### src/rtl/shifter_pkg.sv
// rtl/shifter_pkg.sv - op codes, FSM states and helpers shared by the shifter
package shifter_pkg;

    localparam logic [2:0] OP_PASS = 3'b000;
    localparam logic [2:0] OP_LSL  = 3'b001;
    localparam logic [2:0] OP_LSR  = 3'b010;
    localparam logic [2:0] OP_ASR  = 3'b011;
    localparam logic [2:0] OP_ROL  = 3'b100;
    localparam logic [2:0] OP_ROR  = 3'b101;

    typedef enum logic [1:0] {
        S_IDLE  = 2'd0,
        S_SHIFT = 2'd1,
        S_DONE  = 2'd2
    } state_t;

    // 110/111 fall outside this range and behave as PASS
    function automatic logic is_shift_op(input logic [2:0] op);
        return (op >= OP_LSL) && (op <= OP_ROR);
    endfunction

endpackage

### src/rtl/shift_step_unit.sv
// rtl/shift_step_unit.sv - combinational shift/rotate by 0..STEP positions with carry-out
module shift_step_unit
    import shifter_pkg::*;
#(
    parameter int WIDTH = 16,
    parameter int STEP  = 1,
    parameter int CNT_W = $clog2(STEP + 1)
) (
    input  logic [WIDTH-1:0] i_data,
    input  logic [2:0]       i_op,
    input  logic [CNT_W-1:0] i_count,
    output logic [WIDTH-1:0] o_shifted,
    output logic             o_carry
);

    // Linear shifts carry one extra bit so the last bit pushed out lands in it
    logic [WIDTH:0]   w_lsl;
    logic [WIDTH:0]   w_lsr;
    logic [WIDTH:0]   w_asr;
    logic [WIDTH-1:0] w_rol;
    logic [WIDTH-1:0] w_ror;
    logic [31:0]      w_back;
    logic             w_nonzero;

    assign w_back    = 32'(WIDTH) - 32'(i_count);
    assign w_nonzero = (i_count != '0);
    assign w_lsl     = {1'b0, i_data} << i_count;
    assign w_lsr     = {i_data, 1'b0} >> i_count;
    assign w_asr     = $signed({i_data, 1'b0}) >>> i_count;
    assign w_rol     = (i_data << i_count) | (i_data >> w_back);
    assign w_ror     = (i_data >> i_count) | (i_data << w_back);

    always_comb begin
        o_shifted = i_data;
        o_carry   = 1'b0;
        case (i_op)
            OP_LSL: begin
                o_shifted = w_lsl[WIDTH-1:0];
                o_carry   = w_nonzero & w_lsl[WIDTH];
            end
            OP_LSR: begin
                o_shifted = w_lsr[WIDTH:1];
                o_carry   = w_nonzero & w_lsr[0];
            end
            OP_ASR: begin
                o_shifted = w_asr[WIDTH:1];
                o_carry   = w_nonzero & w_asr[0];
            end
            OP_ROL: begin
                o_shifted = w_rol;
                o_carry   = w_nonzero & w_rol[0];
            end
            OP_ROR: begin
                o_shifted = w_ror;
                o_carry   = w_nonzero & w_ror[WIDTH-1];
            end
            default: begin
                o_shifted = i_data;
                o_carry   = 1'b0;
            end
        endcase
    end

endmodule

### src/rtl/seq_shifter.sv
// rtl/seq_shifter.sv - multi-cycle shifter iterating STEP bits per clock with valid/ready on both sides
module seq_shifter
    import shifter_pkg::*;
#(
    parameter int WIDTH = 16,
    parameter int STEP  = 1,
    parameter int AMT_W = $clog2(WIDTH)
) (
    input  logic             clk,
    input  logic             reset_n,
    input  logic             in_valid,
    output logic             in_ready,
    input  logic [WIDTH-1:0] in_data,
    input  logic [2:0]       in_op,
    input  logic [AMT_W-1:0] in_amt,
    output logic             out_valid,
    input  logic             out_ready,
    output logic [WIDTH-1:0] out_data,
    output logic             out_carry,
    output logic             out_zero
);

    localparam int CNT_W = $clog2(STEP + 1);

    state_t           r_state;
    state_t           w_next_state;
    logic [WIDTH-1:0] r_data;
    logic [2:0]       r_op;
    logic [AMT_W-1:0] r_rem;
    logic             r_carry;
    logic             r_zero;

    logic [CNT_W-1:0] w_cnt;
    logic [AMT_W-1:0] w_rem_next;
    logic [WIDTH-1:0] w_shifted;
    logic             w_carry;
    logic             w_accept;

    assign w_accept = in_valid && (r_state == S_IDLE);

    always_comb begin
        w_cnt = '0;
        if (32'(r_rem) > 32'(STEP)) begin
            w_cnt = CNT_W'(STEP);
        end else begin
            w_cnt = CNT_W'(r_rem);
        end
    end

    assign w_rem_next = r_rem - AMT_W'(w_cnt);

    shift_step_unit #(
        .WIDTH (WIDTH),
        .STEP  (STEP),
        .CNT_W (CNT_W)
    ) u_step (
        .i_data    (r_data),
        .i_op      (r_op),
        .i_count   (w_cnt),
        .o_shifted (w_shifted),
        .o_carry   (w_carry)
    );

    always_ff @(posedge clk or negedge reset_n) begin
        if (!reset_n) begin
            r_state <= S_IDLE;
        end else begin
            r_state <= w_next_state;
        end
    end

    always_comb begin
        w_next_state = r_state;
        case (r_state)
            S_IDLE: begin
                if (w_accept) begin
                    if ((in_amt == '0) || !is_shift_op(in_op)) begin
                        w_next_state = S_DONE;
                    end else begin
                        w_next_state = S_SHIFT;
                    end
                end
            end
            S_SHIFT: begin
                if (w_rem_next == '0) begin
                    w_next_state = S_DONE;
                end
            end
            S_DONE: begin
                if (out_ready) begin
                    w_next_state = S_IDLE;
                end
            end
            default: w_next_state = S_IDLE;
        endcase
    end

    // Zero flag is captured only on entry to DONE so it stays put while idle
    always_ff @(posedge clk or negedge reset_n) begin
        if (!reset_n) begin
            r_data  <= '0;
            r_op    <= OP_PASS;
            r_rem   <= '0;
            r_carry <= 1'b0;
            r_zero  <= 1'b0;
        end else begin
            case (r_state)
                S_IDLE: begin
                    if (w_accept) begin
                        r_data  <= in_data;
                        r_op    <= in_op;
                        r_rem   <= in_amt;
                        r_carry <= 1'b0;
                        if (w_next_state == S_DONE) begin
                            r_zero <= (in_data == '0);
                        end
                    end
                end
                S_SHIFT: begin
                    r_data  <= w_shifted;
                    r_carry <= w_carry;
                    r_rem   <= w_rem_next;
                    if (w_rem_next == '0) begin
                        r_zero <= (w_shifted == '0);
                    end
                end
                default: begin
                    r_data <= r_data;
                end
            endcase
        end
    end

    assign in_ready  = (r_state == S_IDLE);
    assign out_valid = (r_state == S_DONE);
    assign out_data  = r_data;
    assign out_carry = r_carry;
    assign out_zero  = r_zero;

endmodule
### config.mk
export PLATFORM = sky130hd
export DESIGN_NAME = seq_shifter
export DESIGN_NICKNAME = d
export VERILOG_FILES = /design/src/rtl/shifter_pkg.sv /design/src/rtl/shift_step_unit.sv /design/src/rtl/seq_shifter.sv
export SDC_FILE = /design/constraint.sdc
export NUM_CORES = 1
export LEC_CHECK = 0
export ABC_AREA = 1
export CAP_MARGIN = 5
export CORE_MARGIN = 5
export CORE_UTILIZATION = 45
export CTS_CLUSTER_DIAMETER = 120
export DETAILED_ROUTE_END_ITERATION = 16
export GPL_ROUTABILITY_DRIVEN = 0
export MAX_ROUTING_LAYER = met4
export PLACE_DENSITY = 0.72
export SLEW_MARGIN = 20
export SYNTH_ARGS = -nofsm -noshare
export SYNTH_HDL_FRONTEND = slang
export SYNTH_SLANG_ARGS = --single-unit
### constraint.sdc
create_clock -name clk -period 1.7 [get_ports clk]
set_input_delay 0.34 -clock clk [delete_from_list [all_inputs] [get_ports clk]]
set_output_delay 0.34 -clock clk [all_outputs]
set_load 0.02 [all_outputs]
==> results of run 1 <==
==> flip-flops by register name, indices dropped and copies added (netlist names) <==
signal     count
r_rem          4
r_state        2
out_zero       1
out_carry      1
out_data      16
r_op           3
==> cell families (layout without fill, tap and decap cells) <==
group                      Yosys count  after routing  synth area share
and+or+nand+nor                    162            162            0.3760
xor gates and xnor gates             1              1          0.004373
DFF                                 27             27            0.3373
AOI/OAI and AO/OA                   61             61            0.1761
buffers and inverters               46            142           0.09994
adders and majority gates            1              1          0.006245
==> how the worst min path moves through the flow <==
stage,depth (start not counted),to,slack [ns]
after floorplan,0,out_carry,0.04
after global placement,2,out_carry,0.47
after detailed placement,2,out_carry,0.47
after CTS,2,r_state[0],0.44
after global routing,2,r_state[0],0.48
final,2,r_state[1],0.43
==> critical path: cells and delay by family (launching register included) <==
kind,cells,cell delay [ns]
compound gates,1,0.09
xor+xnor,1,0.14
fa+ha+maj,1,0.17
buf+inv,1,0.06
flops,1,0.40
simple gates,8,0.95
==> power groups by stage <==
stage	Combinational [mW]	Sequential, mW	Clock, mW
6_report	6.25	1.23	0.383
4_1_cts	5.87	1.21	0.387
2_1_floorplan	3.06	1.47	0
3_3_place_gp	5.68	1.21	0
5_1_grt	6.84	1.27	0.410
3_5_place_dp	5.75	1.22	0
==> stage by stage <==
stage / power (mW) / setup WS [ns]
global placement: 6.893 / -0.1608
CTS: 7.466 / -0.1709
finish: 7.861 / -0.2009
detailed placement: 6.966 / -0.2755
floorplan: 4.528 / -0.1114
global route: 8.519 / -0.3201
==> synth_stat cells (2+ instances only) <==
cell type / n / share of area
a21oi_1: 26 / 0.065
buf_2: 4 / 0.010
clkbuf_1: 4 / 0.0075
dfrtp_1: 27 / 0.34
inv_1: 30 / 0.056
inv_2: 5 / 0.0094
nand2_1: 97 / 0.18
nand2_2: 3 / 0.0094
nand2_4: 2 / 0.011
nand3_1: 18 / 0.045
nand3_2: 9 / 0.045
nand4_1: 5 / 0.016
nor2_1: 19 / 0.036
nor2_4: 2 / 0.011
nor4_1: 4 / 0.012
o211ai_1: 6 / 0.022
o21ai_0: 6 / 0.015
o21ai_1: 5 / 0.012
o221ai_1: 3 / 0.013
o22ai_1: 13 / 0.041
==> layout make-up <==
type	count	area [um^2]	area share
Tap cell	52	65.06	0.02134
Timing Repair Buffer	103	920.9	0.3020
Multi-Input combinational cell	225	1206	0.3956
Inverter	35	133.9	0.04391
Sequential cell	27	678.2	0.2224
Clock buffer	4	45.04	0.01477
==> routing by layer <==
layer / routed length [um] / vias up / part of all wire
met5: 0 / - / 0
met4: 193 / 0 / 0.029
met3: 539 / 16 / 0.081
met2: 3010 / 138 / 0.45
met1: 2899 / 1130 / 0.44
li1: - / 1189 / -
==> repair_timing <==
action,in CTS,in global routing
pin swaps,4,5
hold buffers,0,0
endpoints found under the setup margin,5,13
buffers inserted,1,4
resized for setup,8,16
==> run_results.csv, run 1 <==
group,metric,value,unit
outcome,status,"complete, but fails checks",
outcome,violations,"negative setup slack",
clock_tree,clk_latency,0.28,ns
power,p_switching,3.819,mW
critical_path,critical_path_class,"flop to flop",
clock_tree,ctsRootBufferMaster,"clkbuf_8",
power,combPwrFrac,0.795,
placed_design,post_dp_cell_area,0.002885,mm^2
global_routing,use_met2,0.3396,
die,initial_core_util,0.4633,
critical_path,critical_path.slowest_cell,"dfrtp_1",
global_routing,grt_first_pass_wirelength,10.71,mm
logic_synthesis,netlist_instances,298,
clock_tree,cts_tree,"done",
timing,worst_slack,-0.2009,ns
power,clkPwrFrac,0.049,
critical_path,cp-endpoint,"out_zero",
global_routing,grt_max_degree,28,
detailed_routing,drt_iter0_drc,237,
die,fp.dieH,76.72,um
finish,final_nets,423,
logic_synthesis,yosysWarnings,0,
logic_synthesis,ys_seq_elements,27,
detailed_routing,wire_per_inst,14.89,um
power,p_int,4.041,mW
run,cap_violations,0,
power,switching_share,0.4859,
die,die_area,0.005886,mm^2
power,irDropWorstVdd,1.248,mV
timing,finalSetupTns,-0.2947,ns
clock_tree,clkSinkCount,27,
critical_path,cp.arrival,2.08,ns
timing,tightest_slew,0.3644,ns
clock_tree,ctsHtreeMaxLevel,1,
finish,n_fill_cell,376,
critical_path,reg2reg_from,"r_rem[2]",
clock_tree,cts_buffer_depth,2,
finish,layout_commonest_cell,"nand2_1",
finish,mostFrequentLayoutCells,"nand2_1 (95), buf_4 (53), clkdlybuf4s50_1 (43), inv_1 (29)",
die,num_rows,24,
detailed_routing,vias_per_cell,5.545,
global_routing,grtUsageMet3,0.02810,
critical_path,crit_start,"r_rem[2]",
logic_synthesis,synth_edf_count,0,
timing,max-slew-margin-rel,0.7548,
hold_path,min_path_type,"primary input to asynchronous set/reset pin",
placed_design,portBuffers,46,
detailed_routing,routed_wl,6.643,mm
critical_path,critPathMaxFanout,3,
detailed_routing,num_vias,2473,
global_routing,grt_busiest_layer,"met2",
global_routing,use_met1,0.3081,
finish,drive_gt1_frac,0.2487,
timing,fin_crit_sh,1.118,
logic_synthesis,synthFlopType,"dfrtp_1",
logic_synthesis,synth_fp_nets,326,
timing,max_freq,0.5261,GHz
detailed_routing,drc,0,
finish,antenna_cells,0,
logic_synthesis,async_flop_share,1.000,
global_routing,grt_usage,0.2241,
critical_path,crit_required,1.88,ns
finish,fin_area,0.003049,mm^2
logic_synthesis,seq_area_frac_synth,0.3373,
critical_path,rrSetupSlack,-0.20,ns
critical_path,start_kind,"flop",
critical_path,reg2reg_depth,12,
clock_tree,clkSlewWorstSetupHoldPaths,0.10,ns
timing,holdWs,0.4283,ns
global_routing,grt-ovfl-total,0,
global_routing,grt_pass1_vias,2324,
critical_path,r2r_end,"out_zero",
finish,utilization,0.7052,
global_routing,antenna_found_initial,0,
power,p_per_area,2578,mW/mm^2
timing,period_minus_slack,1.901,ns
clock_tree,cts_buffers,3,
timing,rsz0062_at_grt,"true",
die,ioPinCount,47,
power,pwr-share-seq,0.156,
placed_design,hpwl,4.874,mm
timing,setup_viol,5,
timing,finalClockSkew,0.006913,ns
logic_synthesis,avgSynthCellArea,6.722,um^2
detailed_routing,firstDrtPassIters,5,
critical_path,cp-end-kind,"flop",
timing,hold_violations,0,
critical_path,cpPeakStageDelay,0.40,ns
placed_design,dp_cells,437,
die,die_w,76.72,um
logic_synthesis,syn-cell-area,0.002003,mm^2
power,p_leak,1.506,nW
critical_path,path_cells,"nor2_2 > nand2_1 > nand2_2 > inv_2 > ha_4 > xnor2_4 > nand4_1 > or2_4 > nand3_2 > o211ai_1 > nor2_1 > nor2_1",
timing,maxSlewViolCount,0,
die,coreArea,0.004324,mm^2
finish,finalNonFillerCells,446,
detailed_routing,ant_nets,0,
critical_path,cpMostUsedCell,"nor2_1",
logic_synthesis,yosysUniqueCellTypes,30,
finish,syn_to_final_growth,52.22,%
Power figures use the tool's default switching activity.
==> run 2: changes to the inputs <==
PLACE_DENSITY = 0.76   (was 0.72)
==> run_results.csv, run 2 (synthesis results as in run 1) <==
group,metric,value,unit
clock_tree,ctsRootBufferMaster,"clkbuf_8",
finish,final_nets,419,
global_routing,grt-ovfl-total,0,
clock_tree,cts_buffer_depth,2,
timing,tightest_slew,0.3857,ns
timing,max_freq,0.5146,GHz
timing,max-slew-margin-rel,0.7405,
finish,multiInputGateArea,0.001286,mm^2
detailed_routing,wire_per_inst,14.49,um
run,cap_violations,0,
timing,period_minus_slack,1.943,ns
finish,mostFrequentLayoutCells,"nand2_1 (84), buf_4 (44), clkdlybuf4s50_1 (43), inv_1 (27), dfrtp_1 (24)",
critical_path,critical_path_class,"flop to flop",
outcome,violations,"negative setup slack",
critical_path,path_cells,"nor2_2 > nand2_1 > nand2_2 > inv_2 > ha_4 > xnor2_2 > nand4_1 > or2_4 > nand3_2 > o211ai_1 > nor2_1 > nor2_1",
outcome,status,"complete, but fails checks",
clock_tree,ctsHtreeMaxLevel,1,
placed_design,post_dp_cell_area,0.002810,mm^2
finish,drive_gt1_frac,0.2974,
detailed_routing,ant_nets,0,
timing,rsz0062_at_grt,"true",
placed_design,portBuffers,46,
timing,maxSlewViolCount,0,
power,p_per_area,2580,mW/mm^2
detailed_routing,num_vias,2375,
detailed_routing,drt_iter0_drc,191,
critical_path,cp.arrival,2.12,ns
finish,utilization,0.7219,
clock_tree,clkSlewWorstSetupHoldPaths,0.10,ns
timing,worst_slack,-0.2431,ns
power,p_leak,1.514,nW
placed_design,hpwl,4.721,mm
clock_tree,cts_tree,"done",
global_routing,grt_usage,0.2086,
critical_path,cpPeakStageDelay,0.41,ns
critical_path,start_kind,"flop",
global_routing,antenna_found_initial,0,
clock_tree,clk_latency,0.27,ns
finish,largest_reg_flops,16,
finish,fin_area,0.003122,mm^2
finish,seqCellArea,679.4,um^2
global_routing,grt_max_degree,28,
timing,hold_violations,0,
finish,n_fill_cell,328,
timing,finalSetupTns,-0.5080,ns
timing,finalClockSkew,0.004046,ns
clock_tree,clkSinkCount,27,
detailed_routing,firstDrtPassIters,4,
timing,setup_viol,4,
critical_path,cp-end-kind,"flop",
finish,syn_to_final_growth,55.84,%
detailed_routing,drc,0,
hold_path,min_path_type,"primary input to asynchronous set/reset pin",
die,fp.dieH,76.72,um
finish,antenna_cells,0,
die,coreArea,0.004324,mm^2
critical_path,cpMostUsedCell,"nor2_1",
die,initial_core_util,0.4633,
critical_path,critPathMaxFanout,3,
detailed_routing,routed_wl,6.406,mm
critical_path,crit_required,1.87,ns
die,die_area,0.005886,mm^2
global_routing,grt_pass1_vias,2259,
global_routing,grt_first_pass_wirelength,10.06,mm
die,num_rows,24,
detailed_routing,vias_per_cell,5.373,
die,ioPinCount,47,
power,irDropWorstVdd,1.257,mV
timing,fin_crit_sh,1.143,
clock_tree,cts_buffers,3,
power,finalPower,8.054,mW
die,die_w,76.72,um
critical_path,critical_path.slowest_cell,"dfrtp_1",
finish,layout_commonest_cell,"nand2_1",
[run 2: cell types whose count changed in the layout (fill, tap and decap cells not counted), sizes merged]
cell / delta
buf: -4
[run 2: repair_timing]
item | 4_1_cts | 5_1_grt
resized for setup | 11 | 46
buffers inserted | 2 | 10
setup endpoints to repair | 5 | 14
pin swaps | 8 | 22
hold buffers | 0 | 0
[run 2: metal layers]
| layer | routed length (um) | vias up | GRT usage |
|---|---|---|---|
| met5 | 0 | - | - |
| met3 | 420 | 6 | 0.03279 |
| met2 | 3231 | 91 | 0.3463 |
| met4 | 44 | 0 | 0.04371 |
| li1 | - | 1189 | - |
| met1 | 2710 | 1089 | 0.2684 |
[run 2: layout make-up]
| cell class | instances | area share |
|---|---|---|
| Sequential cell | 27 | 0.2176 |
| Inverter | 35 | 0.04369 |
| Timing Repair Buffer | 99 | 0.2914 |
| Multi-Input combinational cell | 225 | 0.4120 |
| Tap cell | 52 | 0.02084 |
| Clock buffer | 4 | 0.01443 |
[run 2: final timing paths]
kind | from | endpoint | slack [ns] | cells after the start
hold reg to reg | out_carry | out_carry | 0.50 | 2
setup reg to reg | r_rem[1] | out_zero | -0.24 | 12
max in group asynchronous | reset_n | r_op[1] | 0.97 | 2
hold / removal | reset_n | out_data[3] | 0.44 | 2
setup / recovery | r_rem[1] | out_zero | -0.24 | 12
min in group clk | out_carry | out_carry | 0.50 | 2
[run 2: through the flow]
stage	cells	setup WS, ns	hold WS (ns)
2_1_floorplan	298	-0.1114	0.04441
3_3_place_gp	427	-0.1455	0.4773
3_5_place_dp	427	-0.2937	0.4834
4_1_cts	432	-0.2263	0.4547
5_1_grt	442	-0.3725	0.5013
6_report	442	-0.2431	0.4418
[run 2: report_power, final]
| group | total [mW] | switching (mW) | internal [mW] |
|---|---|---|---|
| Clock | 0.380 | 0.212 | 0.168 |
| Sequential | 1.26 | 0.271 | 0.986 |
| Combinational | 6.42 | 3.47 | 2.95 |
| Total | 8.05 | 3.95 | 4.11 |
[run 2: critical path, delay by kind of cell, from the launching register on]
kind	cells	cell delay, ns
AO/OA/AOI/OAI	1	0.08
XOR/XNOR	1	0.17
adder cells (fa/ha/maj)	1	0.15
buffers and inverters	1	0.05
flip-flops	1	0.41
AND/OR/NAND/NOR	8	0.99
==> run 3: changes to the inputs <==
CORE_ASPECT_RATIO = 1.1   (was unset)
GPL_TIMING_DRIVEN = 0   (was unset)
==> run_results.csv, run 3 (synthesis results as in run 1) <==
group,metric,value,unit
finish,syn_to_final_growth,37.23,%
die,ioPinCount,47,
detailed_routing,drc,0,
detailed_routing,routed_wl,6.287,mm
global_routing,antenna_found_initial,0,
global_routing,grt_pass1_vias,2190,
critical_path,critical_path_class,"flop to flop",
finish,n_fill_cell,402,
finish,final_nets,389,
detailed_routing,num_vias,2292,
clock_tree,cts_buffer_depth,2,
critical_path,cp.arrival,2.14,ns
die,num_rows,25,
die,fp.dieH,79.98,um
placed_design,post-place-ws,-0.4054,ns
finish,antenna_cells,0,
placed_design,post_dp_cell_area,0.002536,mm^2
run,cap_violations,0,
clock_tree,ctsRootBufferMaster,"clkbuf_8",
timing,worst_slack,-0.2454,ns
detailed_routing,firstDrtPassIters,4,
clock_tree,ctsHtreeMaxLevel,1,
clock_tree,clk_latency,0.29,ns
clock_tree,cts_tree,"done",
detailed_routing,vias_per_cell,5.536,
die,initial_core_util,0.4641,
placed_design,portBuffers,46,
global_routing,grt-ovfl-total,0,
critical_path,cpPeakStageDelay,0.45,ns
timing,holdWs,0.05996,ns
timing,fin_crit_sh,1.144,
critical_path,path_cells,"nor2_4 > nand2_2 > nand2_2 > inv_2 > ha_4 > xnor2_2 > nand4_1 > or2_4 > nand3_2 > o211ai_1 > nor2_1 > nor2_1",
outcome,status,"complete, but fails checks",
die,die_w,73.62,um
finish,layout_commonest_cell,"nand2_1",
clock_tree,clkSlewWorstSetupHoldPaths,0.11,ns
clock_tree,postCtsHoldBufs,0,
placed_design,hpwl,4.695,mm
power,p_leak,1.318,nW
finish,largest_reg_flops,16,
critical_path,critPathMaxFanout,3,
finish,seqCellArea,680.7,um^2
detailed_routing,drt_iter0_drc,177,
timing,rsz0062_at_grt,"true",
timing,hold_violations,0,
clock_tree,clkSinkCount,27,
hold_path,min_path_type,"primary input to asynchronous set/reset pin",
timing,period_minus_slack,1.945,ns
global_routing,grt_max_degree,28,
power,p_per_area,2464,mW/mm^2
outcome,violations,"negative setup slack",
timing,setup_viol,3,
critical_path,worst-path-buf-inv,1,
critical_path,critical_path.slowest_cell,"dfrtp_1",
finish,mostFrequentLayoutCells,"nand2_1 (90), clkdlybuf4s50_1 (42), inv_1 (29), a21oi_1 (26), dfrtp_1 (23)",
timing,max_freq,0.5140,GHz
timing,tightest_slew,0.6441,ns
global_routing,grt_usage,0.2279,
critical_path,cp-end-kind,"flop",
die,coreArea,0.004317,mm^2
die,die_area,0.005887,mm^2
power,irDropWorstVdd,1.081,mV
critical_path,cpLargestDelayFamily,"simple AND/OR/NAND/NOR gates",
clock_tree,cts_buffers,3,
timing,maxSlewViolCount,0,
detailed_routing,ant_nets,0,
power,finalPower,6.774,mW
global_routing,grt_first_pass_wirelength,10.16,mm
timing,finalClockSkew,0.01408,ns
finish,fin_area,0.002749,mm^2
critical_path,start_kind,"flop",
detailed_routing,wire_per_inst,15.19,um
finish,multiInputGateArea,0.001187,mm^2
finish,drive_gt1_frac,0.1833,
critical_path,crit_required,1.89,ns
timing,max-slew-margin-rel,0.5706,
timing,finalSetupTns,-0.4166,ns
## run 3: where the power goes
part / switching (mW) / internal (mW) / leakage (nW)
clock: 0.224 / 0.169 / 0.0228
combinational: 3.06 / 2.06 / 0.977
sequential: 0.273 / 0.988 / 0.319
total: 3.56 / 3.21 / 1.32
## run 3: layer usage
layer	track usage	vias to the layer above	share of wire
met4	0.08152	0	0.025
met1	0.2753	1066	0.41
met5	-	-	0
li1	-	1115	-
met2	0.3821	94	0.50
met3	0.03401	17	0.062
## run 3: cell type report
| class | count | area share |
|---|---|---|
| Tap cell | 54 | 0.02458 |
| Buffer | 11 | 0.02913 |
| Multi-Input combinational cell | 225 | 0.4320 |
| Sequential cell | 27 | 0.2476 |
| Inverter | 35 | 0.04779 |
| Clock buffer | 4 | 0.01639 |
| Timing Repair Buffer | 58 | 0.2025 |
## run 3: worst paths after layout
| path | slack (ns) | endpoint | cells after the start | startpoint |
|---|---|---|---|---|
| max | -0.25 | out_zero | 12 | r_rem[1] |
| min in group clk | 0.51 | out_carry | 2 | out_carry |
| max reg2reg | -0.25 | out_zero | 12 | r_rem[1] |
| min | 0.06 | out_data[13] | 1 | reset_n |
| min reg2reg | 0.51 | out_carry | 2 | out_carry |
| max in group asynchronous | 1.16 | r_op[2] | 1 | reset_n |
## run 3: stage by stage
stage / utilization / std cells
4_1_cts: 0.6130 / 409
5_1_grt: 0.6368 / 414
2_1_floorplan: - / 298
6_report: 0.6368 / 414
3_3_place_gp: 0.5887 / 398
3_5_place_dp: 0.5875 / 398
## run 3: timing repair
action,in CTS,in global routing
gates cloned,0,0
pin swaps,4,5
endpoints found under the setup margin,22,25
resized for setup,6,26
buffers inserted,7,5
